[config.mk]
export PLATFORM = sky130hd
export DESIGN_NAME = fp_mul_sched
export DESIGN_NICKNAME = d
export VERILOG_FILES = /design/src/rtl/fp_mul_sched_pkg.sv /design/src/rtl/fp_mul_sched_rr_arbiter.sv /design/src/rtl/fp_mul_sched.sv
export SDC_FILE = /design/constraint.sdc
export NUM_CORES = 1
export LEC_CHECK = 0
export ABC_AREA = 0
export CORE_AREA = 2 2 197 199
export CTS_CLUSTER_DIAMETER = 120
export DETAILED_ROUTE_END_ITERATION = 10
export DIE_AREA = 0 0 199 201
export PLACE_DENSITY = 0.55
export REMOVE_ABC_BUFFERS = 1
export SLEW_MARGIN = 20
export SYNTH_ARGS = -nofsm -noshare
export SYNTH_HDL_FRONTEND = slang
export SYNTH_SLANG_ARGS = --single-unit
[constraint.sdc]
create_clock -name clk -period 3.6 [get_ports clk]
set_input_delay 0.36 -clock clk [delete_from_list [all_inputs] [get_ports clk]]
set_output_delay 0.36 -clock clk [all_outputs]
set_load 0.01 [all_outputs]
[src/rtl/fp_mul_sched_pkg.sv]
// fp_mul_sched_pkg
// Shared types and constants for the shared-multiplier scheduler.
//   FP_W / CFG_W_DEF : default operand and approximation-config widths
//   fp32_t           : IEEE-754 single-precision word
//   approx_cfg_t     : approximate-multiplier configuration word
//   CFG_EXACT        : all-ones config, selects full-precision mode
package fp_mul_sched_pkg;

  localparam int FP_W      = 32;
  localparam int CFG_W_DEF = 22;

  typedef logic [FP_W-1:0]      fp32_t;
  typedef logic [CFG_W_DEF-1:0] approx_cfg_t;

  localparam approx_cfg_t CFG_EXACT = 22'h3FFFFF;

endpackage

[src/rtl/fp_mul_sched_rr_arbiter.sv]
// rr_arbiter
// Combinational round-robin arbiter. The scan starts at ptr and wraps
// modulo N; the first requesting index wins.
//   req     : request vector
//   ptr     : highest-priority index for this cycle (must be < N)
//   en      : when low, gnt is forced to zero (gnt_idx still reports the winner)
//   gnt     : one-hot grant, or zero when nothing requests or en is low
//   gnt_idx : binary index of the winner (0 when nothing requests)
module rr_arbiter #(
  parameter int N  = 4,
  parameter int IW = $clog2(N)
) (
  input  logic [N-1:0]  req,
  input  logic [IW-1:0] ptr,
  input  logic          en,
  output logic [N-1:0]  gnt,
  output logic [IW-1:0] gnt_idx
);

  // cand_idx[k] is the requester examined k places after ptr. ptr < N, so
  // the sum is below 2N and a single conditional subtract performs the wrap.
  logic [IW-1:0] cand_idx [N];
  logic          found;

  generate
    for (genvar gi = 0; gi < N; gi++) begin : g_cand
      assign cand_idx[gi] = (int'(ptr) + gi >= N) ? IW'(int'(ptr) + gi - N)
                                                  : IW'(int'(ptr) + gi);
    end
  endgenerate

  always_comb begin
    gnt     = '0;
    gnt_idx = '0;
    found   = 1'b0;
    for (int k = 0; k < N; k++) begin
      if (!found && req[cand_idx[k]]) begin
        found   = 1'b1;
        gnt_idx = cand_idx[k];
      end
    end
    if (en && found) begin
      gnt[gnt_idx] = 1'b1;
    end
  end

endmodule

[src/rtl/fp_mul_sched.sv]
// fp_mul_sched
// Round-robin scheduler sharing one external combinational FP32 multiplier
// among NUM_REQ requesters. Two pipeline stages: S1 holds the operands that
// drive the multiplier, S2 captures the product and presents it to the
// consumer together with the issuing requester id.
//   clk, rst              : clock, asynchronous active-high reset
//   req_valid/req_ready   : per-requester handshake (req_ready one-hot or zero)
//   req_a, req_b, req_cfg : packed per-requester operands and config
//   mul_a, mul_b, mul_cfg : registered multiplier inputs
//   mul_res               : multiplier result (combinational from mul_*)
//   rsp_valid/rsp_ready   : result handshake
//   rsp_data, rsp_id      : product and issuing requester
//   busy                  : either pipeline stage occupied
// Optional build macro FP_MUL_SCHED_STATS_EN adds per-requester saturating
// grant counters (stat_grants) with a synchronous clear input (stat_clr).
module fp_mul_sched
  import fp_mul_sched_pkg::*;
#(
  parameter int NUM_REQ = 4,
  parameter int DATA_W  = FP_W,
  parameter int CFG_W   = CFG_W_DEF,
  parameter int ID_W    = $clog2(NUM_REQ)
) (
  input  logic                      clk,
  input  logic                      rst,
  input  logic [NUM_REQ-1:0]        req_valid,
  output logic [NUM_REQ-1:0]        req_ready,
  input  logic [NUM_REQ*DATA_W-1:0] req_a,
  input  logic [NUM_REQ*DATA_W-1:0] req_b,
  input  logic [NUM_REQ*CFG_W-1:0]  req_cfg,
  output logic [DATA_W-1:0]         mul_a,
  output logic [DATA_W-1:0]         mul_b,
  output logic [CFG_W-1:0]          mul_cfg,
  input  logic [DATA_W-1:0]         mul_res,
  output logic                      rsp_valid,
  input  logic                      rsp_ready,
  output logic [DATA_W-1:0]         rsp_data,
  output logic [ID_W-1:0]           rsp_id,
  output logic                      busy
`ifdef FP_MUL_SCHED_STATS_EN
  ,
  input  logic                      stat_clr,
  output logic [NUM_REQ*16-1:0]     stat_grants
`endif
);

  localparam logic [ID_W-1:0] LAST_ID = ID_W'(NUM_REQ - 1);

  logic              s1_v;
  logic              s2_v;
  logic [ID_W-1:0]   s1_id;
  logic [ID_W-1:0]   ptr;
  logic              adv2;
  logic              can_issue;
  logic              issue;
  logic [NUM_REQ-1:0] gnt;
  logic [ID_W-1:0]   gnt_idx;

  logic [DATA_W-1:0] a_arr   [NUM_REQ];
  logic [DATA_W-1:0] b_arr   [NUM_REQ];
  logic [CFG_W-1:0]  cfg_arr [NUM_REQ];

  generate
    for (genvar gi = 0; gi < NUM_REQ; gi++) begin : g_unpack
      assign a_arr[gi]   = req_a[gi*DATA_W +: DATA_W];
      assign b_arr[gi]   = req_b[gi*DATA_W +: DATA_W];
      assign cfg_arr[gi] = req_cfg[gi*CFG_W +: CFG_W];
    end
  endgenerate

  // S1 moves into S2 whenever S2 is empty or being drained this cycle; S1 can
  // then take a new operand pair in the same cycle.
  assign adv2      = s1_v & (~s2_v | rsp_ready);
  assign can_issue = ~s1_v | adv2;

  // rst gates the arbiter so req_ready drops immediately on an asynchronous
  // reset, not only after the next clock edge.
  rr_arbiter #(
    .N  (NUM_REQ),
    .IW (ID_W)
  ) u_arb (
    .req     (req_valid),
    .ptr     (ptr),
    .en      (can_issue & ~rst),
    .gnt     (gnt),
    .gnt_idx (gnt_idx)
  );

  assign req_ready = gnt;
  assign issue     = |gnt;   // gnt only asserts on a valid requester
  assign rsp_valid = s2_v;
  assign busy      = s1_v | s2_v;

  always_ff @(posedge clk or posedge rst) begin
    if (rst) begin
      s1_v     <= 1'b0;
      s2_v     <= 1'b0;
      s1_id    <= '0;
      ptr      <= '0;
      mul_a    <= '0;
      mul_b    <= '0;
      mul_cfg  <= '0;
      rsp_data <= '0;
      rsp_id   <= '0;
    end else begin
      // S2: capture takes priority over drain; both together keep s2_v set.
      if (adv2) begin
        rsp_data <= mul_res;
        rsp_id   <= s1_id;
        s2_v     <= 1'b1;
      end else if (s2_v && rsp_ready) begin
        s2_v <= 1'b0;
      end

      // S1: on an empty advance the multiplier inputs keep their old value.
      if (issue) begin
        mul_a   <= a_arr[gnt_idx];
        mul_b   <= b_arr[gnt_idx];
        mul_cfg <= cfg_arr[gnt_idx];
        s1_id   <= gnt_idx;
        s1_v    <= 1'b1;
        ptr     <= (gnt_idx == LAST_ID) ? '0 : gnt_idx + ID_W'(1);
      end else if (adv2) begin
        s1_v <= 1'b0;
      end
    end
  end

`ifdef FP_MUL_SCHED_STATS_EN
  logic [15:0] stat_cnt [NUM_REQ];

  generate
    for (genvar gi = 0; gi < NUM_REQ; gi++) begin : g_stat
      always_ff @(posedge clk or posedge rst) begin
        if (rst) begin
          stat_cnt[gi] <= '0;
        end else if (stat_clr) begin
          stat_cnt[gi] <= '0;
        end else if (gnt[gi] && (stat_cnt[gi] != 16'hFFFF)) begin
          stat_cnt[gi] <= stat_cnt[gi] + 16'd1;
        end
      end
      assign stat_grants[gi*16 +: 16] = stat_cnt[gi];
    end
  endgenerate
`endif

endmodule

==> flow_metrics.env <==
export IMPL_grt_overflow_total=0
export IMPL_ant_nets=0
export IMPL_grt_pass1_vias=7497
export IMPL_antenna_found_initial=1
export IMPL_synth_compound_area_frac=0.118
export IMPL_worstSkewPairLatency_ns=0.43
export IMPL_outcome="complete, no violations"
export IMPL_wirelength_um=30000
export IMPL_coreArea_mm2=0.0381
export IMPL_netlist_top_cell_by_area="dfrtp_1"
export IMPL_clock_tree_buffer_depth=2
export IMPL_cp_max_fo=7
export IMPL_synth_seq_cells=126
export IMPL_number_of_enable_flip_flop_cells_after_synthesis=0
export IMPL_chipHeight_um=201
export IMPL_timing_critical_path_to_type="output port"
export IMPL_tritoncts_num_buffers=17
export IMPL_r2r_slack_ns=0.80
export IMPL_placed_area_mm2=0.0125
export IMPL_layout_nets=1472
export IMPL_pre_cts_slack_ns=0.455
export IMPL_stdcell_area_mm2=0.0132
export IMPL_synth_top_area_frac=0.447
export IMPL_cts_tree="yes"
export IMPL_synth_xor_area_frac=0
export IMPL_post_synth_cell_types=34
export IMPL_worst_r2r_path_depth=10
export IMPL_dp_hpwl_um=23000
export IMPL_yosys_mux_area_fraction=0.300
export IMPL_ratio_of_cells_with_drive_above_1_in_the_final_layout=0.0773
export IMPL_global_route_peak_usage_layer="met2"
export IMPL_yosys_cell_count_top_type="mux2i_1"
export IMPL_hold_path_class="in2async"
export IMPL_rsz0062_at_grt="false"
export IMPL_io_buffers=508
export IMPL_relSlewSlack=0.481
export IMPL_gr_usage_met3=0.0576
export IMPL_main_combinational_cell_family_by_area_after_synthesis="multiplexers"
export IMPL_synth_flop_cell="dfrtp_1"
export IMPL_maxSlewViolCount=0
export IMPL_cts_sinks=126
export IMPL_setup_violations=0
export IMPL_maxClockFrequency_mhz=322
export IMPL_biggest_area_contributors_in_the_synthesized_netlist="dfrtp_1, mux2i_1, o221ai_1"
export IMPL_worst_slew_pin_transition_ns=0.778
export IMPL_power_w=0.00933
export IMPL_post_synth_cell_area_avg_um2=11.8
export IMPL_remaining_drc_errors=0
export IMPL_post_cts_setup_buffer_count=0
export IMPL_setup_ws_ns=0.499
export IMPL_cts_clk_slew_worst_paths_ns=0.06
export IMPL_finish_cell_count_without_fillers=1619
export IMPL_power_density_mw_per_mm2=707
export IMPL_critPathArrivalTime_ns=2.74
export IMPL_use_met1=0.159
export IMPL_total_number_of_vias=7001
export IMPL_worstReg2RegStart="ptr[1]$_DFFE_PP0P_"
export IMPL_num_io_pins=509
export IMPL_globalRouteMet2Util=0.261
export IMPL_drt_vias_per_instance=4.32
export IMPL_critical_path_class="reg2out"
export IMPL_postSynthCellCount=600
export IMPL_start_kind="flop"
export IMPL_synthTopCellsByCount="mux2i_1, dfrtp_1, nand2_1"
export IMPL_period_needed_ns=3.10
export IMPL_worst_path_max_delay_cell="clkdlybuf4s50_1"
export IMPL_pin_count_of_the_biggest_net_entering_global_routing=98
export IMPL_cap_viol_max_count=0
export IMPL_htree_levels=4
export IMPL_timing_setup_tns_ns=0
export IMPL_starting_density=0.185
export IMPL_timing_final_hold_violations=0
export IMPL_grt_use_total=0.147
export IMPL_drtIter0Drc=225
export IMPL_period_share=0.861
export IMPL_netlist_area_mm2=0.00705
export IMPL_seq_area_frac_synth=0.447
export IMPL_gp_routability_congestion=0.729
export IMPL_ctsRootBufferMaster="clkbuf_16"
export IMPL_ctsHoldBuffers=0
export IMPL_fin_worst_skew_ns=0.00420
export IMPL_worst_r2r_endpoint="mul_b[31]$_DFFE_PP0P_"
export IMPL_critPathMaxStageDelay_ns=0.72
export IMPL_syn2layout_area_growth_pct=87.3
export IMPL_width_of_the_die_um=199
export IMPL_grt_pass1_wl_um=44300
export IMPL_ys_async_sr_fraction=1.00
export IMPL_synth_warnings=0
export IMPL_numPlacedInstances=1586
export IMPL_design_die_area_mm2=0.0400
export IMPL_worstPathCellList="mux2_1 -> nand2_1 -> o211ai_2 -> or2_4 -> nor2_1 -> clkdlybuf4s50_1"
export IMPL_synthAdderAreaFrac=0.00355
export IMPL_vdd_drop_max_mv=0.361
export IMPL_firstDrtPassIters=4
export IMPL_drt_wirelength_per_cell_um=18.6
export IMPL_core_rowCount=72
export IMPL_critPathRequiredTime_ns=3.24
export IMPL_post_synth_and_or_nand_nor_area_fraction=0.0665
export IMPL_cellLeakagePower_nw=5.51
export IMPL_cts_resized=0
-- layout by cell type, fill, tap and decap left out, types with 2 or more instances in the layout --
cell and instances:
clkbuf_16 17, and2_1 2, mux2_1 2, inv_1 5, mux2_2 33, clkinv_2 3
o21ai_0 4, ha_1 2, buf_12 6, dfrtp_1 126, bufinv_16 5, nor2_1 3
clkbuf_8 5, a21oi_1 2, nand2_1 91, mux2i_1 172, nand2b_1 3, clkdlybuf4s50_1 508
nand4_1 2, buf_4 5, o221ai_1 85
-- through the flow --
stage	util	hold WS (ns)
6_report	0.347	0.408
5_1_grt	0.347	0.447
4_1_cts	0.347	0.417
3_5_place_dp	0.329	0.472
3_3_place_gp	0.329	0.468
2_1_floorplan	-	0.446
-- cell type report --
cell class                      count  area (µm²)
Clock buffer                       22         494
Timing Repair Buffer              519        5240
Sequential cell                   126        3150
Fill cell                        3866       24900
Clock inverter                     10         181
Tap cell                          518         648
Antenna cell                        1        2.50
Inverter                            6        27.5
Multi-Input combinational cell    417        3460
-- critical path: cells and delay by family, from the launching register on --
family                 cells  cell delay [ns]
DFF                        1             0.47
buffers and inverters      1             0.72
AOI/OAI and AO/OA          1             0.16
and+or+nand+nor            3             0.58
muxes                      1             0.37
-- where the power goes --
group / internal (W) / switching (W)
clock: 0.00132 / 0.000682
combinational: 0.00265 / 0.00215
sequential: 0.00213 / 0.000398
total: 0.00610 / 0.00323
-- kinds of logic (layout without fill, tap and decap cells) --
logic type / after synthesis / after routing
buffers and inverters: 57 / 557
muxes: 207 / 207
other: 0 / 1
AOI/OAI and AO/OA: 97 / 97
adders and majority gates: 2 / 2
DFF: 126 / 126
and+or+nand+nor: 111 / 111
-- metal layers --
metal | wire (µm) | share of wire
met3 | 2940 | 0.098
met4 | 601 | 0.020
met5 | 0 | 0
met2 | 14900 | 0.50
met1 | 11600 | 0.39
-- flip-flops by register name (all words and copies together), names as in the netlist --
register and cells:
s1_id 2, ptr 2, mul_cfg 22, s1_v 1, rsp_id 2, rsp_data 32, rsp_valid 1, mul_a 32
mul_b 32
-- worst max path at each step --
| stage | startpoint | end | cells after the start |
|---|---|---|---|
| global placement | req_valid[0] | mul_b[0]$_DFFE_PP0P_ | 7 |
| CTS | ptr[1]$_DFFE_PP0P_ | req_ready[1] | 6 |
| finish | ptr[1]$_DFFE_PP0P_ | req_ready[1] | 6 |
| global route | ptr[1]$_DFFE_PP0P_ | req_ready[1] | 6 |
| floorplan | ptr[1]$_DFFE_PP0P_ | ptr[1]$_DFFE_PP0P_ | 8 |
| detailed placement | req_valid[0] | mul_a[25]$_DFFE_PP0P_ | 7 |
Power figures use the tool's default switching activity.
